<file path="src/rtl/cas_pkg.sv">
// cas_pkg: state encoding and FSK half-period helper shared by cas_player and its timer
package cas_pkg;
  localparam int F0_HZ = 1200;
  localparam int F1_HZ = 2400;
  typedef enum logic [2:0] {IDLE, FETCH, LATCH, HIGH, LOW, DONE} cas_state_t;
  function automatic int half_period(input int clk_hz, input int f_hz);
    return clk_hz / (2 * f_hz);
  endfunction
endpackage

</file>
<file path="src/rtl/cas_half_timer.sv">
// cas_half_timer: loadable down-counter (clk, reset, clr, load, load_val, en -> expire on enabled cycle at count 1)
module cas_half_timer #(
  parameter int W = 4
) (
  input  logic         clk,
  input  logic         reset,
  input  logic         clr,
  input  logic         load,
  input  logic [W-1:0] load_val,
  input  logic         en,
  output logic         expire
);
  logic [W-1:0] cnt;
  assign expire = en && cnt == W'(1);
  always_ff @(posedge clk or posedge reset)
    if (reset) cnt <= '0;
    else if (clr) cnt <= '0;
    else if (load) cnt <= load_val;
    else if (en && cnt != '0) cnt <= cnt - 1'b1;
endmodule

</file>
<file path="src/rtl/cas_player.sv">
// cas_player: .CAS FSK playback; in clk reset motor rewind cas_len rd_data, out rd_addr cas_bit playing tape_end
module cas_player
  import cas_pkg::*;
#(
  parameter int CLK_HZ = 50000000,
  parameter int ADDR_W = 16
) (
  input  logic              clk,
  input  logic              reset,
  input  logic              motor,
  input  logic              rewind,
  input  logic [ADDR_W-1:0] cas_len,
  output logic [ADDR_W-1:0] rd_addr,
  input  logic [7:0]        rd_data,
  output logic              cas_bit,
  output logic              playing,
  output logic              tape_end
);
  localparam int HALF0 = half_period(CLK_HZ, F0_HZ);
  localparam int HALF1 = half_period(CLK_HZ, F1_HZ);
  localparam int TW = $clog2(HALF0 + 1);
  cas_state_t state, state_n;
  logic [7:0] sr;
  logic [2:0] idx;
  logic [ADDR_W-1:0] addr_n;
  logic ld, ld_sel, expire, last;
  assign addr_n = &rd_addr ? rd_addr : rd_addr + 1'b1;
  assign last = idx == 3'd7;
  assign cas_bit = state == HIGH;
  assign playing = motor && (state == HIGH || state == LOW);
  assign tape_end = state == DONE;
  cas_half_timer #(.W(TW)) u_timer (
    .clk      (clk),
    .reset    (reset),
    .clr      (rewind),
    .load     (ld),
    .load_val (ld_sel ? TW'(HALF1) : TW'(HALF0)),
    .en       (motor),
    .expire   (expire)
  );
  always_comb begin
    state_n = state;
    ld = 1'b0;
    ld_sel = sr[0];
    case (state)
      IDLE:  if (motor && rd_addr < cas_len) state_n = FETCH;
             else if (motor && !(cas_len == '0 && &rd_addr)) state_n = DONE;
      FETCH: state_n = LATCH;
      LATCH: begin
        state_n = HIGH;
        ld = 1'b1;
        ld_sel = rd_data[0];
      end
      HIGH:  if (expire) begin
        state_n = LOW;
        ld = 1'b1;
      end
      LOW:   if (expire) begin
        state_n = !last ? HIGH : addr_n >= cas_len ? DONE : FETCH;
        ld = !last;
        ld_sel = sr[1];
      end
      default: ;
    endcase
    if (rewind) state_n = IDLE;
  end
  always_ff @(posedge clk or posedge reset)
    if (reset) begin
      state <= IDLE;
      rd_addr <= '0;
      sr <= '0;
      idx <= '0;
    end else begin
      state <= state_n;
      if (rewind) rd_addr <= '0;
      else if (state == LOW && expire && last) rd_addr <= addr_n;
      if (state == LATCH) begin
        sr <= rd_data;
        idx <= '0;
      end else if (state == LOW && expire && !last) begin
        sr <= sr >> 1;
        idx <= idx + 1'b1;
      end
    end
endmodule

</file>
<file path="config.mk">
export PLATFORM = sky130hd
export DESIGN_NAME = cas_player
export DESIGN_NICKNAME = d
export VERILOG_FILES = /design/src/rtl/cas_pkg.sv /design/src/rtl/cas_half_timer.sv /design/src/rtl/cas_player.sv
export SDC_FILE = /design/constraint.sdc
export NUM_CORES = 1
export LEC_CHECK = 0
export CAP_MARGIN = 20
export CORE_ASPECT_RATIO = 2
export CORE_MARGIN = 3
export CORE_UTILIZATION = 40
export DETAILED_ROUTE_END_ITERATION = 12
export SLEW_MARGIN = 40
export SYNTH_ARGS = -nofsm -noshare
export SYNTH_HDL_FRONTEND = slang
export SYNTH_SLANG_ARGS = --single-unit
</file>
<file path="constraint.sdc">
create_clock -name clk -period 5.7 [get_ports clk]
set_input_delay 0.57 -clock clk [delete_from_list [all_inputs] [get_ports clk]]
set_output_delay 0.57 -clock clk [all_outputs]
set_load 0.01 [all_outputs]
</file>
==> results.txt <==
initial antenna violation count -> 0
reg2reg start -> rd_addr[6]
RR Endpoint -> state[2]
syn avg cell area -> 8.40 µm²
Layout Area Growth over Synthesis -> 17.6%
register area -> 1130 µm²
Initial Util -> 41.3%
post-CTS setup buffer count -> 0
Die H -> 143 µm
Post-Syn Instances -> 446
vias in the first global route -> 3661
Port Buffers -> 46
WL/cell -> 19.2 µm
First DRT Iteration DRCs -> 202
asr flop ratio synth -> 100%
Die X -> 74.4 µm
max-slew violation count -> 0
Slew headroom -> 52.0%
post-synthesis sequential area ratio -> 30.1%
CP top delay family -> simple AND/OR/NAND/NOR gates
IO Count -> 47
Clock power frac -> 18.5%
CP max stage delay -> 510 ps
maxcap violations -> 0
Hold Path Cell Cnt -> 2
post-place setup slack -> 1970 ps
worst-margin pin slew -> 719 ps
WS Path Type -> reg2reg
worst-path cell chain -> nand4_1 > or2_2 > nor3_1 > and3_1 > nor2b_1 > a21oi_1 > ha_1 > nand4_1 > a2111oi_0 > o41ai_1 > and3_1 > o31ai_1
Switching Fraction -> 42.3%
CP Launch Type -> flop
Post-Syn Area -> 3740 µm²
clock skew -> 3.73 ps
crit path max fanout -> 7
fill cell count -> 910
worst vdd rail ir drop -> 0.310 mV
commonest cells after routing, fill and taps aside -> dfrtp_1 (45), clkdlybuf4s50_1 (45), nor2_1 (43), nand2_1 (42), ha_1 (36)
Core Util, Final -> 48.6%
Fin. Hold Viols -> 0
Worst R2R Path Depth -> 12
CTS root buf -> clkbuf_16
final setup margin -> 1970 ps
cell leakage power -> 1.97 nW
Detailed Place HPWL -> 8.66 mm
via count -> 3560
Pre-Repair DR Iteration Count -> 4
CP endpoint kind -> flop
Yosys reg bits -> 45
Synth warnings -> 0
clk buf depth -> 2
all-layer global routing usage -> 22.2%
layout cells sized above 1 -> 5.82%
number of synthesized flops with an enable pin -> 0
RSZ-0062 raised after global routing -> no
Max Clock Freq -> 0.268 GHz
Pint -> 883 µW
Buffers & Inverters on Critical Path -> 0
PwrDens -> 348 nW/µm²
Synth area leaders -> dfrtp_1 (30%), ha_1 (12%), nor2_1 (4.3%)
CTS Buf Count -> 5
Synth Net Count -> 510
register clock-pin slew on the reported worst setup and hold paths -> 60 ps
DRC -> 0
largest net degree at the start of global routing -> 46
multi-input logic area -> 2460 µm²
leading area contributor after synthesis -> dfrtp_1
row count -> 49
Crit-path slowest cell -> dfrtp_1
ANT nets after route -> 0
part of the power in combinational logic -> 46.9%
hold path startpoint -> sr[7]
# resized after CTS -> 0
sequential share of power -> 34.6%
worst hold path class -> reg2reg
total negative slack -> 0 ps
Unique masters post-synth -> 66
TritonCTS clock tree -> built
Final period util -> 65.5%
Hold Path Sink -> sr[7]
first-pass GRT wire length -> 18.0 mm
routability cong. -> 0.892
H-tree Lvls -> 2
CTS sink cnt -> 45
Arr. time, crit path -> 3920 ps
clk_lat worst skew -> 290 ps
nets@finish -> 544
die area -> 10600 µm²
CP required -> 5890 ps
R2R Setup Slk -> 1970 ps
Final min period -> 3730 ps
Yosys top cell area share -> 30.1%
GRT overflow -> 0
ys flop type -> dfrtp_1
Switch Pwr -> 648 µW
final setup fails -> 0
ANT cells -> 0
vias per cell -> 6.11
status -> complete, no violations
Post-CTS Hold Buffers -> 0
Total Wirelength -> 11.2 mm
core area -> 9070 µm²
==> metrics by stage <==
stage               cell area (µm²)  total power, mW  instances  hold slack [ps]
floorplan                      3740             1.07        446              490
global route                   4410             1.67        583              551
CTS                            4390             1.54        583              526
detailed placement             4260             1.24        575              516
global placement               4250             1.22        575              509
finish                         4410             1.53        583              520
==> per-layer routing <==
| metal | vias up | GRT usage [%] | routed length [µm] |
|---|---|---|---|
| met1 | 1688 | 22.4 | 4000 |
| met4 | 0 | 15.7 | 740 |
| met3 | 51 | 2.96 | 411 |
| li1 | 1697 | - | - |
| met5 | - | 0 | 0 |
| met2 | 124 | 39.9 | 6040 |
==> area by class of cell <==
type                    instances  area share (%)
flip-flops and latches         45            25.6
multi-input cells             356            55.8
repair buffers                 47            10.5
well taps                     102            2.90
clock buffers                   8            3.10
inverters                      25            2.19
==> tightest hold or removal path, cell delays in order (launching register included) <==
cell and delay, ps:
dfrtp_1 380, nand2_1 60, o21ai_1 50
==> cells in the mapped netlist (all sizes together) (5+ instances only) <==
cell	instances
buf	6
nor2	43
ha	36
xnor2	11
or4	7
o21a	5
inv	25
nand2b	5
nand3	18
nand2	42
xor2	16
nor3	16
mux2i	9
and3	5
nor4	10
o21ai	23
a21oi	28
nand4	14
dfrtp	45
clkbuf	14
==> flip-flops by register name (all words and copies together) (netlist names) <==
name         flops
state            3
u_timer.cnt     15
idx              3
rd_addr         16
sr               8
==> power groups by stage <==
stage          registers, mW  logic [mW]  clock network [mW]
2_1_floorplan          0.474       0.593                   0
3_3_place_gp           0.524       0.700                   0
3_5_place_dp           0.528       0.713                   0
4_1_cts                0.523       0.719               0.297
5_1_grt                0.545       0.816               0.309
6_report               0.529       0.719               0.283
==> how the worst max path moves through the flow <==
stage	cells after the start	slack, ps	to	from
6_report	12	1970	state[2]	rd_addr[6]
5_1_grt	12	1710	state[2]	rd_addr[9]
4_1_cts	12	1950	state[2]	rd_addr[6]
3_5_place_dp	12	1970	state[2]	rd_addr[6]
3_3_place_gp	12	2000	state[2]	rd_addr[9]
2_1_floorplan	13	2650	state[2]	rd_addr[5]
==> cell families after synthesis <==
kind of cell             after synthesis  synth area share (%)
AO/OA/AOI/OAI                         99                  18.1
XOR/XNOR                              27                  6.31
adder cells (fa/ha/maj)               36                  12.0
buffers and inverters                 45                  4.94
flip-flops                            45                  30.1
multiplexers                          11                  3.01
AND/OR/NAND/NOR                      183                  25.5
(Power assumes the default switching activity.)
